==> src/rtl/sad_group_packer.sv <==
// Packs a serial stream of SAD results into 6-wide indexed bundles for the 6-to-3 compare tree.
// Two banks (fill, output) decouple the input stream from compare-tree backpressure.
module sad_group_packer #(
   parameter int unsigned       DATA_W     = 32,
   parameter logic [DATA_W-1:0] PAD_VALUE  = 32'hFFFFFFFF,
   parameter logic [DATA_W-1:0] INDEX_BASE = '0
) (
   input  logic              clk,
   input  logic              rst,
   input  logic              in_valid,
   output logic              in_ready,
   input  logic [DATA_W-1:0] in_sad,
   input  logic              in_last,
   output logic              out_valid,
   input  logic              out_ready,
   output logic              out_last,
   output logic [2:0]        out_count,
   output logic [DATA_W-1:0] sad1,
   output logic [DATA_W-1:0] sad2,
   output logic [DATA_W-1:0] sad3,
   output logic [DATA_W-1:0] sad4,
   output logic [DATA_W-1:0] sad5,
   output logic [DATA_W-1:0] sad6,
   output logic [DATA_W-1:0] index1,
   output logic [DATA_W-1:0] index2,
   output logic [DATA_W-1:0] index3,
   output logic [DATA_W-1:0] index4,
   output logic [DATA_W-1:0] index5,
   output logic [DATA_W-1:0] index6
);

   logic [DATA_W-1:0] fill_sad [6];
   logic [DATA_W-1:0] fill_idx [6];
   logic [DATA_W-1:0] out_sad  [6];
   logic [DATA_W-1:0] out_idx  [6];

   logic [2:0]        cnt;
   logic [2:0]        cap_count;
   logic              cap_last;
   logic              fill_complete;
   logic [DATA_W-1:0] idx;

   logic accept;
   logic closing;
   logic transfer;

   assign in_ready = !fill_complete;
   assign accept   = in_valid && !fill_complete;
   assign closing  = accept && (cnt == 3'd5 || in_last);
   // accept and transfer are mutually exclusive: one needs the fill bank open, the other full.
   assign transfer = fill_complete && (!out_valid || out_ready);

   // NOTE: sequential state uses non-blocking assignments so every register samples pre-edge values.
   always_ff @(posedge clk) begin
      if (!rst) begin
         cnt           <= '0;
         fill_complete <= 1'b0;
         cap_count     <= '0;
         cap_last      <= 1'b0;
         idx           <= INDEX_BASE;
      end else if (transfer) begin
         fill_complete <= 1'b0;
         cnt           <= '0;
      end else if (accept) begin
         cnt <= cnt + 3'd1;
         idx <= in_last ? INDEX_BASE : idx + DATA_W'(1);
         if (closing) begin
            fill_complete <= 1'b1;
            cap_count     <= cnt + 3'd1;
            cap_last      <= in_last;
         end
      end
   end

   // NOTE: the fill bank has no reset; every slot is written (data or pad) before a bundle can transfer.
   always_ff @(posedge clk) begin
      if (accept) begin
         for (int j = 0; j < 6; j++) begin
            if (3'(j) == cnt) begin
               fill_sad[j] <= in_sad;
               fill_idx[j] <= idx;
            end else if (closing && 3'(j) > cnt) begin
               fill_sad[j] <= PAD_VALUE;
               fill_idx[j] <= PAD_VALUE;
            end
         end
      end
   end

   // Output bank: a transfer wins over a plain consume so back-to-back bundles keep out_valid high.
   always_ff @(posedge clk) begin
      if (!rst) begin
         out_valid <= 1'b0;
         out_last  <= 1'b0;
         out_count <= '0;
         for (int j = 0; j < 6; j++) begin
            out_sad[j] <= '0;
            out_idx[j] <= '0;
         end
      end else if (transfer) begin
         out_valid <= 1'b1;
         out_last  <= cap_last;
         out_count <= cap_count;
         for (int j = 0; j < 6; j++) begin
            out_sad[j] <= fill_sad[j];
            out_idx[j] <= fill_idx[j];
         end
      end else if (out_valid && out_ready) begin
         out_valid <= 1'b0;
      end
   end

   assign sad1   = out_sad[0];
   assign sad2   = out_sad[1];
   assign sad3   = out_sad[2];
   assign sad4   = out_sad[3];
   assign sad5   = out_sad[4];
   assign sad6   = out_sad[5];
   assign index1 = out_idx[0];
   assign index2 = out_idx[1];
   assign index3 = out_idx[2];
   assign index4 = out_idx[3];
   assign index5 = out_idx[4];
   assign index6 = out_idx[5];

endmodule

==> config.mk <==
export PLATFORM = sky130hd
export DESIGN_NAME = sad_group_packer
export DESIGN_NICKNAME = d
export VERILOG_FILES = /design/src/rtl/sad_group_packer.sv
export SDC_FILE = /design/constraint.sdc
export NUM_CORES = 1
export LEC_CHECK = 0
export ABC_AREA = 1
export CAP_MARGIN = 0
export CORE_ASPECT_RATIO = 1.5
export CORE_MARGIN = 3
export CORE_UTILIZATION = 42
export CTS_BUF_LIST = sky130_fd_sc_hd__clkbuf_16
export DETAILED_ROUTE_END_ITERATION = 10
export PLACE_DENSITY = 0.78
export REMOVE_ABC_BUFFERS = 1
export SKIP_LAST_GASP = 1
export SLEW_MARGIN = 20
export SYNTH_ARGS = -nofsm -noshare
export SYNTH_HDL_FRONTEND = slang
export SYNTH_SLANG_ARGS = --single-unit
==> constraint.sdc <==
create_clock -name clk -period 12.3 [get_ports clk]
set_clock_uncertainty 0.2 [all_clocks]
set_input_delay 2.46 -clock clk [delete_from_list [all_inputs] [get_ports clk]]
set_output_delay 2.46 -clock clk [all_outputs]
set_load 0.01 [all_outputs]
==> results of run 1 <==
metrics by stage:
stage	hold slack (ns)	power [mW]	cells	util [%]	worst slack, ns
2_1_floorplan	0.224	3.81	2389	-	0.368
4_1_cts	0.272	6.29	3886	52.9	6.48
3_3_place_gp	0.252	4.09	3752	49.7	5.92
6_report	0.266	6.24	3888	52.9	6.58
5_1_grt	0.288	6.46	3888	52.9	6.38
3_5_place_dp	0.259	4.11	3752	49.7	5.82
state kept, by name, summed over array words and instances (netlist names):
register / count
fill_sad: 192
out_sad: 192
cap_last: 1
out_valid: 1
cnt: 3
cap_count: 3
idx: 32
fill_idx: 192
out_idx: 192
out_count: 3
fill_complete: 1
out_last: 1
cells in the final DEF, fill, tap and decap left out:
cell / Yosys / final
inv_16: 0 / 1
clkdlybuf4s50_1: 0 / 426
inv_2: 4 / 3
dfxtp_1: 109 / 109
clkinv_8: 0 / 2
a211oi_1: 2 / 2
o21ai_4: 0 / 3
a31oi_1: 2 / 2
buf_4: 1 / 22
nand2_4: 1 / 3
nor3_1: 6 / 6
nand4_1: 3 / 3
nor2_1: 442 / 442
nand2_8: 0 / 1
clkinv_2: 0 / 11
buf_12: 0 / 1
inv_4: 0 / 1
xor2_1: 1 / 1
nand2_2: 52 / 51
a21oi_1: 24 / 24
clkinvlp_4: 0 / 3
nor2_2: 2 / 2
or2_4: 0 / 1
o211ai_1: 65 / 65
edfxtp_1: 704 / 704
nand3_4: 0 / 4
o21ai_0: 23 / 20
nand3_1: 24 / 21
clkinv_1: 1 / 15
inv_6: 0 / 3
clkbuf_16: 0 / 75
bufinv_16: 0 / 4
buf_16: 0 / 1
o21a_1: 1 / 1
nand2_1: 430 / 428
and2_1: 2 / 2
inv_1: 482 / 503
ha_1: 4 / 4
nand3_2: 3 / 2
nor2_4: 1 / 1
critical path, cell delays in order:
cell and delay [ns]:
clkdlybuf4s50_1 0.55, inv_1 0.08, nand2_1 0.18, nand2_1 0.19, nand2_4 0.58, buf_4 0.70
buf_4 0.66, buf_12 0.31
synthesized netlist by cell type:
master / count / share of area (%)
a31oi_1: 2 / 0.041
o21a_1: 1 / 0.025
nand4_1: 3 / 0.062
nand2_4: 1 / 0.037
clkbuf_1: 18 / 0.22
a211oi_1: 2 / 0.049
nand3_2: 3 / 0.099
buf_4: 1 / 0.025
nor3_1: 6 / 0.099
nand2_2: 52 / 1.1
nand2_1: 430 / 5.3
buf_1: 8 / 0.099
a21oi_1: 24 / 0.40
inv_1: 482 / 6.0
nor2_4: 1 / 0.037
and2_1: 2 / 0.041
clkinv_1: 1 / 0.012
o211ai_1: 65 / 1.6
nor2_2: 2 / 0.041
dfxtp_1: 109 / 7.2
ha_1: 4 / 0.16
o21ai_0: 23 / 0.38
nor2_1: 442 / 5.5
xor2_1: 1 / 0.029
buf_2: 70 / 1.2
inv_2: 4 / 0.049
edfxtp_1: 704 / 70
or2_1: 1 / 0.021
buf_6: 7 / 0.26
nand3_1: 24 / 0.40
cell type report:
cell class,count,area [um^2]
repair buffers,450,4480
fillers,5862,33600
well taps,915,1140
inverters,487,1830
flip-flops and latches,813,23300
clock buffers,75,1880
clock inverters,59,408
multi-input cells,1089,4780
power groups by stage:
stage	Sequential, mW	Combinational [mW]	Clock, mW
after detailed placement	3.45	0.666	0
after global placement	3.44	0.646	0
final	3.39	0.661	2.19
after CTS	3.39	0.670	2.23
after global routing	3.41	0.723	2.33
after floorplan	3.52	0.290	0
per-layer routing:
metal	GRT usage [%]	wire, um	vias up
li1	-	-	8778
met1	22.7	28000	9216
met2	36.2	40300	700
met3	2.65	4000	155
met4	8.39	3050	0
met5	0	0	-
final timing paths:
kind / from / end / slack [ns] / cells past startpoint
worst max register to register: fill_complete / fill_sad[3][14] / 8.54 / 10
worst max-delay path: out_ready / out_sad[0][27] / 6.58 / 8
worst min-delay path: cap_count[1] / cap_count[1] / 0.27 / 2
worst min register to register: cap_count[1] / cap_count[1] / 0.27 / 2
cells by family (layout without fill, tap and decap cells):
kind of cell | Yosys count | after routing | share of synthesized area (%)
buffers and inverters | 591 | 1071 | 7.78
xor gates and xnor gates | 1 | 1 | 0.0289
adders and majority gates | 4 | 4 | 0.165
DFF | 813 | 813 | 76.8
and+or+nand+nor | 967 | 967 | 12.7
AOI/OAI and AO/OA | 117 | 117 | 2.50
==> results.json, run 1 <==
{
  "finalHoldViolations": 0,
  "synth_cell_types": 30,
  "intPower_mw": 4.75,
  "die_w_um": 225,
  "drtIter0Drc": 1591,
  "cts_tree": "built",
  "p_leak_nw": 16.8,
  "crit_fanout": 56,
  "tightest_slew_ns": 1.11,
  "switching_share_pct": 23.8,
  "grt_pass1_wl_um": 111000,
  "min_period_over_period_pct": 46.5,
  "fp.dieH_um": 335,
  "grt_overflow": 0,
  "cts_inserted_buffers": 73,
  "synth.avg_cell_area_um2": 12.2,
  "rsz0062_at_grt": "no",
  "maxCapViolations": 0,
  "htree_levels": 3,
  "final_area_um2": 37800,
  "tns_ns": 0,
  "clock_sinks": 813,
  "hold_path.class": "register to register",
  "post_cts_resized": 0,
  "seq_power_share_pct": 54.3,
  "core_um2": 71500,
  "fp.dieArea_um2": 75600,
  "post_cts.repair.setup_buffers": 0,
  "clkLatencyLatePin_ns": 0.62,
  "p_sw_mw": 1.49,
  "clkTransAtPathRegs_ns": 0.06,
  "gp_congestion": 0.804,
  "synth-seq-cells": 813,
  "wirelength_um": 75400,
  "syn_inst": 2493,
  "area_growth_syn_to_layout_pct": 24.7,
  "cp_data_arrival_time_ns": 5.81,
  "first_pass_iters": 5,
  "grt_pass1_vias": 18800,
  "powerDensity_nw_per_um2": 165,
  "critPathKind": "input pin to register",
  "status": "completed",
  "wire_per_inst_um": 19.4,
  "fin_crit_ns": 5.72,
  "place_area_um2": 35500,
  "cts_buffer_depth": 3,
  "timing.critical_path.required_ns": 12.39,
  "vias": 18800,
  "ctsHoldBuffers": 0,
  "drv_slew": 0,
  "slew_headroom_pct": 26.1,
  "synth_seq_area_share_pct": 76.8,
  "pin_count": 427,
  "nNetsFinal": 2955,
  "antenna_found_initial": 0,
  "drc": 0,
  "viasPerCell": 4.85,
  "num_rows": 120,
  "setup_viol": 0,
  "clockRootBuffer": "clkbuf_16",
  "initial_core_util_pct": 42.5,
  "ir_drop_v": 0.000108,
  "portBuffers": 426,
  "grtUsageTotal_pct": 19.6,
  "grt_max_degree": 106,
  "end_kind": "register",
  "synth_area_um2": 30400,
  "num_antenna_cells": 0,
  "worstSetupStartpointType": "input pin",
  "ant_nets": 0,
  "yosysWarnings": 0,
  "hpwlAfterDp_um": 46100,
  "clockPowerShare_pct": 35.1,
  "layout-drive-gt1-share_pct": 6.56,
  "combPwrFrac_pct": 10.6,
  "fmax_mhz": 175
}
Power figures use the tool's default switching activity.
==> run 2, diff against run 1 <==
--- a/config.mk
+++ b/config.mk
@@ -12,7 +12,7 @@
 export CORE_UTILIZATION = 42
 export CTS_BUF_LIST = sky130_fd_sc_hd__clkbuf_16
 export DETAILED_ROUTE_END_ITERATION = 10
-export PLACE_DENSITY = 0.78
+export PLACE_DENSITY = 0.76
 export REMOVE_ABC_BUFFERS = 1
 export SKIP_LAST_GASP = 1
 export SLEW_MARGIN = 20
==> constraint.sdc (replaced) <==
create_clock -name clk -period 5.3 [get_ports clk]
set_clock_uncertainty 0.2 [all_clocks]
set_input_delay 1.06 -clock clk [delete_from_list [all_inputs] [get_ports clk]]
set_output_delay 1.06 -clock clk [all_outputs]
set_load 0.01 [all_outputs]
==> run 2 against run 1 <==
Against the previous run:
- combinational power grew 140%
- worst hold slack improved by 0.0082 ns
- clock-buffer cell count grew 1
- sequential share of layout area down 0.69 points
- critical endpoint is now fill_sad[0][18]
- non-clock buffer count up 12
- critical path depth grew 1
- final cell count up 0.41%
- routed wire length shrank 1.4%
- setup slack worse by 4.9 ns
- global-route usage shrank 0.15 points
- largest power group unchanged
- power grew 140%
- utilization up 0.60 points
==> results.json, run 2 (same netlist as run 1, synthesis figures left out) <==
{
  "clkTransAtPathRegs_ns": 0.06,
  "viasPerCell": 4.78,
  "fp.dieArea_um2": 75600,
  "grtUsageTotal_pct": 19.5,
  "p_leak_nw": 17.0,
  "fin_crit_ns": 3.58,
  "timing.critical_path.required_ns": 5.38,
  "ant_nets": 0,
  "maxCapViolations": 0,
  "nNetsFinal": 2968,
  "cts_inserted_buffers": 74,
  "final_area_um2": 38300,
  "multi_input_area_um2": 4770,
  "crit_fanout": 33,
  "grt_overflow": 0,
  "layout_commonest_cell": "edfxtp_1",
  "pin_count": 427,
  "tns_ns": 0,
  "p_total_mw": 14.9,
  "end_kind": "register",
  "ir_drop_v": 0.000263,
  "ff_latch_area_um2": 23300,
  "rsz0062_at_grt": "no",
  "powerDensity_nw_per_um2": 389,
  "first_pass_iters": 9,
  "wirelength_um": 74300,
  "status": "completed",
  "grt_max_degree": 83,
  "hold_slack_ns": 0.274,
  "hpwlAfterDp_um": 46600,
  "portBuffers": 426,
  "area_growth_syn_to_layout_pct": 26.1,
  "clockRootBuffer": "clkbuf_16",
  "num_rows": 120,
  "fmax_mhz": 280,
  "clkLatencyLatePin_ns": 0.62,
  "grt_pass1_wl_um": 111000,
  "tightest_slew_ns": 1.10,
  "initial_core_util_pct": 42.5,
  "drtIter0Drc": 1540,
  "layout-drive-gt1-share_pct": 7.26,
  "ctsHoldBuffers": 0,
  "wire_per_inst_um": 19.0,
  "die_w_um": 225,
  "post_cts.repair.setup_buffers": 0,
  "cts_buffer_depth": 3,
  "layout_common_cells": "edfxtp_1, inv_1, nor2_1, nand2_1, clkdlybuf4s50_1",
  "finalHoldViolations": 0,
  "drc": 0,
  "cp_data_arrival_time_ns": 3.66,
  "worstSetupStartpointType": "input pin",
  "antenna_found_initial": 0,
  "post_cts_resized": 0,
  "htree_levels": 3,
  "slew_headroom_pct": 26.4,
  "min_period_over_period_pct": 67.5,
  "fillers": 5791,
  "hold_path.class": "register to register",
  "num_antenna_cells": 0,
  "setup_viol": 0,
  "vias": 18700,
  "clock_sinks": 813,
  "cts_tree": "built",
  "drv_slew": 0,
  "place_area_um2": 35800,
  "fp.dieH_um": 335,
  "core_um2": 71500,
  "gp_congestion": 0.808,
  "grt_pass1_vias": 18700,
  "critPathKind": "input pin to register"
}
-- run 2: report_power, final --
group / switching, mW / leakage, nW / internal [mW]
clock network: 2.33 / 1.29 / 3.12
logic: 0.921 / 7.73 / 0.637
registers: 0.232 / 7.95 / 7.63
-- run 2: routing by layer --
layer / vias to the layer above / wire (um) / global-route usage, %
met5: - / 0 / 0
met4: 0 / 3290 / 9.04
met3: 153 / 4500 / 2.84
met2: 780 / 38900 / 35.1
met1: 8921 / 27600 / 22.8
li1: 8816 / - / -
-- run 2: final timing paths --
path,from,end,slack (ns),cells after the start
setup reg to reg,fill_complete,fill_sad[0][18],2.20,9
setup / recovery,in_valid,fill_sad[0][18],1.72,9
hold reg to reg,cap_last,cap_last,0.27,2
hold / removal,cap_last,cap_last,0.27,2
-- run 2: final cells by class --
class                   count  share of cell area (%)
clock buffers              76                    4.97
clock inverters            62                    1.54
inverters                 487                    4.79
multi-input cells        1089                    12.5
flip-flops and latches    813                    61.0
well taps                 915                    2.99
repair buffers            462                    12.3
-- run 2: worst max-delay path: stages --
cell and delay (ns):
clkdlybuf4s50_1 0.48, nand2_2 0.20, inv_2 0.31, nand2_4 0.15, nor2_4 0.12, clkinv_2 0.06, or2_4 0.42, nand2_4 0.51
buf_12 0.30
-- run 2: per-stage QoR --
stage / util (%) / std cells / worst slack (ns)
after global placement: 50.0 / 3764 / 0.897
after CTS: 53.5 / 3904 / 1.70
after global routing: 53.5 / 3904 / 1.59
final: 53.5 / 3904 / 1.72
after floorplan: - / 2389 / -5.23
after detailed placement: 50.1 / 3766 / 1.06
